### src/rtl/btn_scan_pkg.sv
// Shared types and width helpers for the push-button scan controller.
package btn_scan_pkg;

  typedef enum logic [1:0] {
    IDLE    = 2'd0,
    SAMPLE  = 2'd1,
    COMPARE = 2'd2,
    UPDATE  = 2'd3
  } scan_state_e;

  // Event code layout: button index in the low bits, press flag just above it.
  localparam int EVT_IDX_LSB = 0;

  function automatic int idWidth(input int nBtn);
    return (nBtn <= 2) ? 1 : $clog2(nBtn);
  endfunction

  function automatic int cntWidth(input int stableCnt);
    return $clog2(stableCnt + 1);
  endfunction

  function automatic int evtPressPos(input int nBtn);
    return idWidth(nBtn);
  endfunction

  function automatic int evtWidth(input int nBtn);
    return idWidth(nBtn) + 1;
  endfunction

endpackage

### src/rtl/btn_scan_ctrl_if.sv
// Event drain bus between the scan controller (master) and the CPU register (slave).
interface btn_scan_ctrl_if
  import btn_scan_pkg::*;
#(
  parameter int N_BTN = 4
) ();

  localparam int CODE_W = evtWidth(N_BTN);

  logic              evt_valid;
  logic              evt_ready;
  logic [CODE_W-1:0] evt_code;
  logic              overflow;
  logic              clear_ovf;

  modport master (
    output evt_valid,
    output evt_code,
    output overflow,
    input  evt_ready,
    input  clear_ovf
  );

  modport slave (
    input  evt_valid,
    input  evt_code,
    input  overflow,
    output evt_ready,
    output clear_ovf
  );

endinterface

### src/rtl/btn_evt_fifo.sv
// Synchronous event FIFO with a registered head; a push into a full queue
// without a simultaneous pop is dropped and reported on o_drop for one cycle.
module btn_evt_fifo #(
  parameter int DEPTH = 4,
  parameter int WIDTH = 3
) (
  input  logic             clock,
  input  logic             reset,
  input  logic             i_push,
  input  logic [WIDTH-1:0] i_data,
  input  logic             i_pop,
  output logic [WIDTH-1:0] o_data,
  output logic             o_empty,
  output logic             o_drop
);

  localparam int AW = $clog2(DEPTH);

  logic [WIDTH-1:0] r_mem [DEPTH];
  logic [AW-1:0]    r_wrPtr;
  logic [AW-1:0]    r_rdPtr;
  logic [AW:0]      r_count;
  logic             w_full;
  logic             w_pop;
  logic             w_pushOk;

  assign o_empty  = (r_count == '0);
  assign w_full   = (r_count == (AW+1)'(DEPTH));
  assign w_pop    = i_pop & ~o_empty;
  // A pop in the same cycle frees the slot a push into a full queue needs.
  assign w_pushOk = i_push & (~w_full | w_pop);
  assign o_drop   = i_push & w_full & ~w_pop;
  assign o_data   = r_mem[r_rdPtr];

  always_ff @(posedge clock) begin
    if (reset) begin
      r_wrPtr <= '0;
      r_rdPtr <= '0;
      r_count <= '0;
      for (int i = 0; i < DEPTH; i++) begin
        r_mem[i] <= '0;
      end
    end else begin
      if (w_pushOk) begin
        r_mem[r_wrPtr] <= i_data;
        r_wrPtr        <= r_wrPtr + AW'(1);
      end
      if (w_pop) begin
        r_rdPtr <= r_rdPtr + AW'(1);
      end
      case ({w_pushOk, w_pop})
        2'b10:   r_count <= r_count + (AW+1)'(1);
        2'b01:   r_count <= r_count - (AW+1)'(1);
        default: ;
      endcase
    end
  end

endmodule

### src/rtl/btn_scan_ctrl.sv
// Round-robin debounce scanner feeding an event FIFO.
// Define BTN_RELEASE_EVENT_EN to also queue release events.
module btn_scan_ctrl
  import btn_scan_pkg::*;
#(
  parameter int N_BTN      = 4,
  parameter int TICK_DIV   = 32,
  parameter int STABLE_CNT = 3,
  parameter int FIFO_DEPTH = 4
) (
  input  logic             clock,
  input  logic             reset,
  input  logic [N_BTN-1:0] btn_in,
  output logic [N_BTN-1:0] btn_state,
  btn_scan_ctrl_if.master  evt_if
);

  localparam int ID_W   = idWidth(N_BTN);
  localparam int CODE_W = evtWidth(N_BTN);
  localparam int CNT_W  = cntWidth(STABLE_CNT);
  localparam int PW     = $clog2(TICK_DIV);

  localparam logic [CNT_W-1:0] CNT_HIT    = CNT_W'(STABLE_CNT);
  localparam logic [ID_W-1:0]  PTR_LAST   = ID_W'(N_BTN - 1);
  localparam logic [PW-1:0]    PRESC_LAST = PW'(TICK_DIV - 1);

`ifdef BTN_RELEASE_EVENT_EN
  localparam logic REL_EN = 1'b1;
`else
  localparam logic REL_EN = 1'b0;
`endif

  logic [N_BTN-1:0]  r_sync1;
  logic [N_BTN-1:0]  r_sync2;
  logic [PW-1:0]     r_presc;
  logic              w_tick;
  scan_state_e       r_state;
  scan_state_e       w_stateNext;
  logic [ID_W-1:0]   r_ptr;
  logic              r_sample;
  logic [CNT_W-1:0]  r_cnt [N_BTN];
  logic [N_BTN-1:0]  r_btnState;
  logic              w_hit;
  logic              w_push;
  logic [CODE_W-1:0] w_code;
  logic              w_drop;
  logic              w_fifoEmpty;
  logic              r_ovf;

  assign btn_state        = r_btnState;
  assign evt_if.evt_valid = ~w_fifoEmpty;
  assign evt_if.overflow  = r_ovf;

  always_ff @(posedge clock) begin
    if (reset) begin
      r_sync1 <= '0;
      r_sync2 <= '0;
    end else begin
      r_sync1 <= btn_in;
      r_sync2 <= r_sync1;
    end
  end

  always_ff @(posedge clock) begin
    if (reset) begin
      r_presc <= '0;
    end else if (r_presc == PRESC_LAST) begin
      r_presc <= '0;
    end else begin
      r_presc <= r_presc + PW'(1);
    end
  end

  assign w_tick = (r_presc == PRESC_LAST);
  assign w_hit  = (r_cnt[r_ptr] == CNT_HIT);

  always_ff @(posedge clock) begin
    if (reset) begin
      r_state <= IDLE;
    end else begin
      r_state <= w_stateNext;
    end
  end

  // The whole visit takes three cycles, so the next tick always finds IDLE.
  always_comb begin
    w_stateNext = r_state;
    w_push      = 1'b0;
    w_code      = '0;
    w_code[EVT_IDX_LSB +: ID_W]   = r_ptr;
    w_code[evtPressPos(N_BTN)]    = r_sample;
    case (r_state)
      IDLE:    if (w_tick) w_stateNext = SAMPLE;
      SAMPLE:  w_stateNext = COMPARE;
      COMPARE: w_stateNext = UPDATE;
      UPDATE: begin
        w_stateNext = IDLE;
        w_push      = w_hit & (r_sample | REL_EN);
      end
      default: w_stateNext = IDLE;
    endcase
  end

  always_ff @(posedge clock) begin
    if (reset) begin
      r_sample   <= 1'b0;
      r_ptr      <= '0;
      r_btnState <= '0;
      for (int i = 0; i < N_BTN; i++) begin
        r_cnt[i] <= '0;
      end
    end else begin
      case (r_state)
        SAMPLE: r_sample <= r_sync2[r_ptr];
        COMPARE: begin
          if (r_sample != r_btnState[r_ptr]) begin
            if (!w_hit) r_cnt[r_ptr] <= r_cnt[r_ptr] + CNT_W'(1);
          end else begin
            r_cnt[r_ptr] <= '0;
          end
        end
        UPDATE: begin
          if (w_hit) begin
            r_btnState[r_ptr] <= r_sample;
            r_cnt[r_ptr]      <= '0;
          end
          r_ptr <= (r_ptr == PTR_LAST) ? '0 : r_ptr + ID_W'(1);
        end
        default: ;
      endcase
    end
  end

  btn_evt_fifo #(
    .DEPTH (FIFO_DEPTH),
    .WIDTH (CODE_W)
  ) u_fifo (
    .clock   (clock),
    .reset   (reset),
    .i_push  (w_push),
    .i_data  (w_code),
    .i_pop   (evt_if.evt_ready),
    .o_data  (evt_if.evt_code),
    .o_empty (w_fifoEmpty),
    .o_drop  (w_drop)
  );

  // A drop in the same cycle as a clear request leaves the flag set.
  always_ff @(posedge clock) begin
    if (reset) begin
      r_ovf <= 1'b0;
    end else if (w_drop) begin
      r_ovf <= 1'b1;
    end else if (evt_if.clear_ovf) begin
      r_ovf <= 1'b0;
    end
  end

endmodule

### src/flat_wrapper.sv
// flat-port wrapper written by rule: the top's interface ports become plain ports
module btn_scan_ctrl_flat import btn_scan_pkg::*;
#(
  parameter int N_BTN      = 4,
  parameter int TICK_DIV   = 32,
  parameter int STABLE_CNT = 3,
  parameter int FIFO_DEPTH = 4
)
  (clock, reset, btn_in, btn_state, evt_if_evt_valid, evt_if_evt_code, evt_if_overflow, evt_if_evt_ready, evt_if_clear_ovf);
  btn_scan_ctrl_if #(.N_BTN(N_BTN)) evt_if_i ();
  input  logic clock;
  input  logic reset;
  input  logic [N_BTN-1:0] btn_in;
  output logic [N_BTN-1:0] btn_state;
  output wire logic [$bits(evt_if_i.evt_valid)-1:0] evt_if_evt_valid;
  output wire logic [$bits(evt_if_i.evt_code)-1:0] evt_if_evt_code;
  output wire logic [$bits(evt_if_i.overflow)-1:0] evt_if_overflow;
  input wire logic [$bits(evt_if_i.evt_ready)-1:0] evt_if_evt_ready;
  input wire logic [$bits(evt_if_i.clear_ovf)-1:0] evt_if_clear_ovf;
  assign evt_if_evt_valid = evt_if_i.evt_valid;
  assign evt_if_evt_code = evt_if_i.evt_code;
  assign evt_if_overflow = evt_if_i.overflow;
  assign evt_if_i.evt_ready = evt_if_evt_ready;
  assign evt_if_i.clear_ovf = evt_if_clear_ovf;
  btn_scan_ctrl #(.N_BTN(N_BTN), .TICK_DIV(TICK_DIV), .STABLE_CNT(STABLE_CNT), .FIFO_DEPTH(FIFO_DEPTH)) u_core (.clock(clock), .reset(reset), .btn_in(btn_in), .btn_state(btn_state), .evt_if(evt_if_i));
endmodule
### config.mk
export PLATFORM = sky130hd
export DESIGN_NAME = btn_scan_ctrl_flat
export DESIGN_NICKNAME = d
export VERILOG_FILES = /design/src/rtl/btn_scan_pkg.sv /design/src/rtl/btn_scan_ctrl_if.sv /design/src/rtl/btn_evt_fifo.sv /design/src/rtl/btn_scan_ctrl.sv /design/src/flat_wrapper.sv
export SDC_FILE = /design/constraint.sdc
export NUM_CORES = 1
export LEC_CHECK = 0
export BUFFER_PORTS_ARGS = -buffer_cell sky130_fd_sc_hd__buf_2
export CORE_ASPECT_RATIO = 1.4
export CORE_MARGIN = 10
export CORE_UTILIZATION = 59
export DETAILED_ROUTE_END_ITERATION = 8
export PLACE_DENSITY = 0.78
export SLEW_MARGIN = 20
export SYNTH_ARGS = -nofsm -noshare
export SYNTH_HDL_FRONTEND = slang
export SYNTH_SLANG_ARGS = --single-unit
### constraint.sdc
create_clock -name clock -period 3.5 [get_ports clock]
set_input_delay 0.7 -clock clock [delete_from_list [all_inputs] [get_ports clock]]
set_output_delay 0.7 -clock clock [all_outputs]
set_load 0.01 [all_outputs]
==> results.cfg, run 1 <==
[power]
switching_power_mw = 0.2823
vdd_ir_drop_max_mv = 0.3942
p_sw_share_pct = 23.61
combPwrFrac_pct = 12.0
p_int_mw = 0.9134
pwr-share-seq_pct = 59.2
power_density_nw_per_um2 = 448.4
leakage_nw = 1.028
clockPowerShare_pct = 28.8

[clock_network]
cts_root_buf = clkbuf_8
clockBufferDepth = 2
cts_tree = done
clk_pin_slew_ns = 0.09
cts_setup_buffers = 0
holdBufCountCts = 0
cts_made_buffers = 5
ctsResizeCount = 0
cts.sinks = 54
htreeDepth = 2
clock_latency_ns = 0.30

[sta]
drv_slew = 0
final.setup.tns_ns = 0
worst_pin_slew_ns = 0.5630
hold_viol_final = 0
rsz0062_at_grt = no
fin_crit_sh_pct = 81.72
min_period_ns = 2.860
relSlewSlack_pct = 62.41
fmax_mhz = 349.6
finalWorstSetupSlack_ns = 0.6398
setup_viol = 0
skew_ns = 0.002646

[route]
drt_wl_total_um = 4166
remaining_drc_errors = 0
ant_nets = 0
vias = 1610
routedWlPerCell_um = 14.83
drt-vias-per-instance = 5.730
first_pass_iters = 4
drtIter0Drc = 77

[global_route]
grt_pass1_wl_um = 6989
antenna_found_initial = 0
overflow = 0
grt_pass1_vias = 1530
grt_max_degree = 33
grt_usage_pct = 12.55

[place]
portBuffers = 16
hpwlAfterDp_um = 3117
pre_cts_slack_ns = 0.6442
globalplace.congestion = 0.7677
dpl-instance-area_um2 = 2575

[critical_path]
path_class = reg -> reg
r2r-end = u_core.u_fifo.r_count[2]
required_ns = 3.69
reg2reg_slack_ns = 0.64
cpPeakStageDelay_ns = 0.59
cp_max_fo = 9
slowest_stage = mux4_1
end_kind = flip-flop
rr_worst_depth = 9
worstPathArrival_ns = 3.05
cp_cell_sequence = mux4_1 > ha_1 > nand3_2 > and2_4 > inv_1 > fa_1 > nor4_1 > o21ai_0 > nor3b_1
worst_setup_path_start_kind = flip-flop

[logic_synthesis]
synth.distinct_cells = 44
synth_area_per_cell_um2 = 11.13
syn_nets = 242
ys_seq_elements = 54
seq_area_frac_synth_pct = 51.87
yosysWarnings = 0
syn_inst = 222
netlist_area_um2 = 2470

[floorplan]
ios = 17
core-area_um2 = 3986
num_rows = 27
fp.dieH_um = 96.56
start_util_pct = 61.96
die_w_um = 74.68
die_area_um2 = 7211

[min_path]
hp-class = reg -> reg
min_to = u_core.r_sync2[3]
min-delay-start = u_core.r_sync1[3]
hold_path_depth = 1

[layout]
fill_cells = 309
regArea_um2 = 1281
n_antenna_cell = 0
fin_nets = 257
multiInputGateArea_um2 = 1096
final_cell_mix = 34 x dfxtp_1, 24 x nor2_1, 20 x edfxtp_1, 16 x buf_2, 15 x inv_1
stdcell_area_um2 = 2666
area_growth_pct = 7.953
layout_commonest_cell = dfxtp_1
drive_above_1_share_pct = 16.81

[flow_run]
drv_cap = 0

[outcome]
outcome = complete, no violations
## per-stage QoR
| step | hold WS [ns] | power [mW] | std cells | utilization [%] |
|---|---|---|---|---|
| global route | 0.4644 | 1.252 | 281 | 66.89 |
| global placement | 0.4175 | 0.8629 | 273 | 64.60 |
| finish | 0.4423 | 1.196 | 281 | 66.89 |
| CTS | 0.4478 | 1.209 | 281 | 66.89 |
| floorplan | 0.4138 | 0.8311 | 222 | - |
| detailed placement | 0.4275 | 0.8683 | 273 | 64.60 |
## power groups by stage
stage          logic (mW)  registers [mW]  clock network (mW)
2_1_floorplan       0.117           0.714                   0
3_3_place_gp        0.142           0.721                   0
3_5_place_dp        0.145           0.723                   0
4_1_cts             0.146           0.709               0.354
5_1_grt             0.163           0.712               0.377
6_report            0.144           0.708               0.344
## state kept, by name, indices dropped and copies added (netlist names), 3 cells and up, named ones only
signal and cells:
u_core.r_sync2 4, u_core.r_presc 5, u_core.r_cnt 8, u_core.r_sync1 4, u_core.u_fifo.r_count 3, u_core.btn_state 4, u_core.u_fifo.r_mem 12
## synth_stat cells (all sizes together)
library cell  number  area share [%]
o21ai              4            0.81
nand3              8             1.8
nor4               3            0.76
dfxtp             34              28
and2               6             1.6
a31o               3             1.1
o41ai              1            0.35
nor2b              9             2.3
o32ai              1            0.35
xor2               5             1.8
nand3b             1            0.30
nor3b              5             1.7
inv               15             2.3
o211ai             2            0.61
nand2              9             1.4
a32oi              1            0.35
mux4               6             5.8
nor4b              1            0.96
a21oi              6             1.2
nor2              24             3.6
a211oi             1            0.30
and3               3            0.81
ha                11             5.6
nor3               8             2.0
fa                 1            0.81
or2                1            0.25
o31a               1            0.35
o22ai              2            0.51
edfxtp            20              24
xnor2              4             1.4
mux2i              7             2.8
or3                3            0.81
buf                4            0.71
nand2b             6             1.5
o2111ai            1            0.35
clkbuf             5            0.76
## critical path: cells and delay by family (launching register included)
family,cells,cell delay (ns)
flip-flops,1,0.37
buffers and inverters,1,0.06
adder cells (fa/ha/maj),2,0.71
AND/OR/NAND/NOR,4,0.88
multiplexers,1,0.59
AO/OA/AOI/OAI,1,0.13
## worst max-delay path by stage
| stage | endpoint | slack, ns |
|---|---|---|
| floorplan | u_core.u_fifo.r_count[2] | 0.84 |
| global placement | u_core.u_fifo.r_count[2] | 0.75 |
| detailed placement | u_core.u_fifo.r_count[2] | 0.64 |
| CTS | u_core.u_fifo.r_count[2] | 0.64 |
| global route | u_core.u_fifo.r_count[2] | 0.44 |
| finish | u_core.u_fifo.r_count[2] | 0.64 |
## kinds of logic (layout without fill, tap and decap cells)
group           after synthesis  count (layout)  synth area share [%]
simple gates                 87              87                 19.91
flops                        54              54                 51.87
buf+inv                      24              40                 3.749
compound gates               23              23                 6.282
mux                          13              13                 8.612
fa+ha+maj                    12              12                 6.383
xor+xnor                      9               9                 3.191
## final cells by class
type,count,area share (%)
repair buffers,17,3.285
flip-flops and latches,54,48.05
clock inverters,1,0.1877
inverters,15,2.112
multi-input cells,144,41.11
well taps,43,2.018
clock buffers,7,3.238
## layer usage
metal / track usage, % / up-vias / share of wire, %
met4: 5.696 / 0 / 1.8
met2: 22.13 / 21 / 52
met1: 13.48 / 778 / 43
met3: 3.673 / 6 / 3.6
met5: 0 / - / 0
li1: - / 805 / -
Note: power is estimated with default switching activity, not from simulation.
==> inputs of run 2 (changes only) <==
==> constraint.sdc (replaced) <==
create_clock -name clock -period 2.9 [get_ports clock]
set_input_delay 0.58 -clock clock [delete_from_list [all_inputs] [get_ports clock]]
set_output_delay 0.58 -clock clock [all_outputs]
set_load 0.01 [all_outputs]
==> run 2 against run 1 <==
Final area up 0.23%. Clock power up 15%. Core utilization up 0.16 points. Wire length up 5.6%. Global-route usage up 0.98 points. Critical path depth unchanged. Sequential share of layout area down 0.11 points. Setup slack worse by 0.50 ns. First-iteration DRC count up 12%. Sequential power up 21%. Register-to-register slack worse by 0.50 ns. Via count down 0.31%. Critical path type unchanged. Critical endpoint unchanged.
==> results.cfg, run 2 (same netlist as run 1, synthesis figures left out) <==
[place]
hpwlAfterDp_um = 3239
portBuffers = 16
globalplace.congestion = 0.8682

[power]
vdd_ir_drop_max_mv = 0.4259
pwr-share-seq_pct = 60.0
p_int_mw = 1.078
p_total_mw = 1.426
power_density_nw_per_um2 = 533.5
clockPowerShare_pct = 27.7
leakage_nw = 1.035
switching_power_mw = 0.3478
combPwrFrac_pct = 12.3
p_sw_share_pct = 24.39

[clock_network]
clock_latency_ns = 0.30
cts_made_buffers = 5
cts.sinks = 54
cts_setup_buffers = 0
holdBufCountCts = 0
clk_pin_slew_ns = 0.08
htreeDepth = 2
cts_root_buf = clkbuf_8
ctsResizeCount = 0
clockBufferDepth = 2
cts_tree = done

[global_route]
grt_pass1_wl_um = 7493
antenna_found_initial = 0
overflow = 0
grt_usage_pct = 13.54
grt_max_degree = 26
grt_pass1_vias = 1553

[route]
remaining_drc_errors = 0
first_pass_iters = 4
ant_nets = 0
routedWlPerCell_um = 15.55
drt_wl_total_um = 4400
vias = 1605
drtIter0Drc = 86
drt-vias-per-instance = 5.671

[floorplan]
ios = 17
die_area_um2 = 7211
fp.dieH_um = 96.56
core-area_um2 = 3986
die_w_um = 74.68
num_rows = 27
start_util_pct = 61.96

[flow_run]
drv_cap = 0

[sta]
fmax_mhz = 362.2
skew_ns = 0.01123
min_period_ns = 2.761
worst_hold_slack_ns = 0.4389
hold_viol_final = 0
fin_crit_sh_pct = 95.21
setup_viol = 0
rsz0062_at_grt = no
final.setup.tns_ns = 0
relSlewSlack_pct = 62.85
drv_slew = 0
worst_pin_slew_ns = 0.5566

[layout]
drive_above_1_share_pct = 17.50
largest_register_ff_count = 12
area_growth_pct = 8.207
final_cell_mix = 34 x dfxtp_1, 24 x nor2_1, 20 x edfxtp_1, 16 x buf_2, 15 x inv_1
layout_commonest_cell = dfxtp_1
fin_nets = 259
n_antenna_cell = 0
regMostFlops = u_core.u_fifo.r_mem
reg_top3 = u_core.u_fifo.r_mem (12), u_core.r_cnt (8), u_core.r_presc (5)

[critical_path]
worstPathArrival_ns = 2.95
worst_setup_path_start_kind = flip-flop
slowest_stage = mux4_1
cp_top_family = simple AND/OR/NAND/NOR gates
cp_cell_sequence = mux4_1 > ha_1 > nand3_2 > and2_4 > inv_1 > fa_1 > nor4_1 > o21ai_0 > nor3b_1
cp_max_fo = 5
critPathBufInv = 1
end_kind = flip-flop
required_ns = 3.09
path_class = reg -> reg
cpPeakStageDelay_ns = 0.60
reg2reg_slack_ns = 0.14

[min_path]
hp-class = reg -> reg

[outcome]
outcome = complete, no violations
-- run 2: cell types whose count changed in the layout (fill, tap and decap cells not counted) --
cell      change
buf_4         +2
clkbuf_8      -1
clkinv_2      +1
-- run 2: final timing paths --
kind / from / endpoint / cells past startpoint
worst min-delay path: u_core.r_sync1[3] / u_core.r_sync2[3] / 1
worst max register to register: flip-flop / u_core.u_fifo.r_count[2] / 9
worst max-delay path: flip-flop / u_core.u_fifo.r_count[2] / 9
worst min register to register: u_core.r_sync1[3] / u_core.r_sync2[3] / 1
-- run 2: layout make-up --
type,instances,area (µm²)
multi-input cells,144,1096
repair buffers,19,102.6
fillers,323,1314
flip-flops and latches,54,1281
clock inverters,2,10.01
well taps,43,53.80
inverters,15,56.30
clock buffers,6,72.57
-- run 2: worst reg2reg max path: stages, from the launching register on --
cell and delay [ns]:
dfxtp_1 0.36, mux4_1 0.60, ha_1 0.29, nand3_2 0.10, and2_4 0.17, inv_1 0.06
fa_1 0.42, nor4_1 0.36, o21ai_0 0.14, nor3b_1 0.15
-- run 2: per-layer routing --
| layer | GRT usage [%] | vias to the layer above | share of wire, % |
|---|---|---|---|
| li1 | - | 811 | - |
| met3 | 3.776 | 5 | 3.4 |
| met5 | 0 | - | 0 |
| met1 | 15.58 | 768 | 43 |
| met2 | 23.36 | 21 | 52 |
| met4 | 4.905 | 0 | 1.3 |
-- run 2: power groups by stage --
stage,Sequential (mW),Clock (mW),Combinational [mW]
2_1_floorplan,0.862,0,0.141
3_3_place_gp,0.871,0,0.170
3_5_place_dp,0.873,0,0.176
4_1_cts,0.856,0.403,0.178
5_1_grt,0.860,0.431,0.199
6_report,0.855,0.395,0.176
-- run 2: metrics by stage --
step / worst slack [ns] / util, % / instances / area, µm²
2_1_floorplan: 0.2403 / - / 222 / 2470
3_3_place_gp: 0.2735 / 64.97 / 275 / 2590
5_1_grt: 0.01745 / 67.04 / 283 / 2673
3_5_place_dp: 0.1599 / 64.97 / 275 / 2590
6_report: 0.1389 / 67.04 / 283 / 2673
4_1_cts: 0.1470 / 67.04 / 283 / 2673
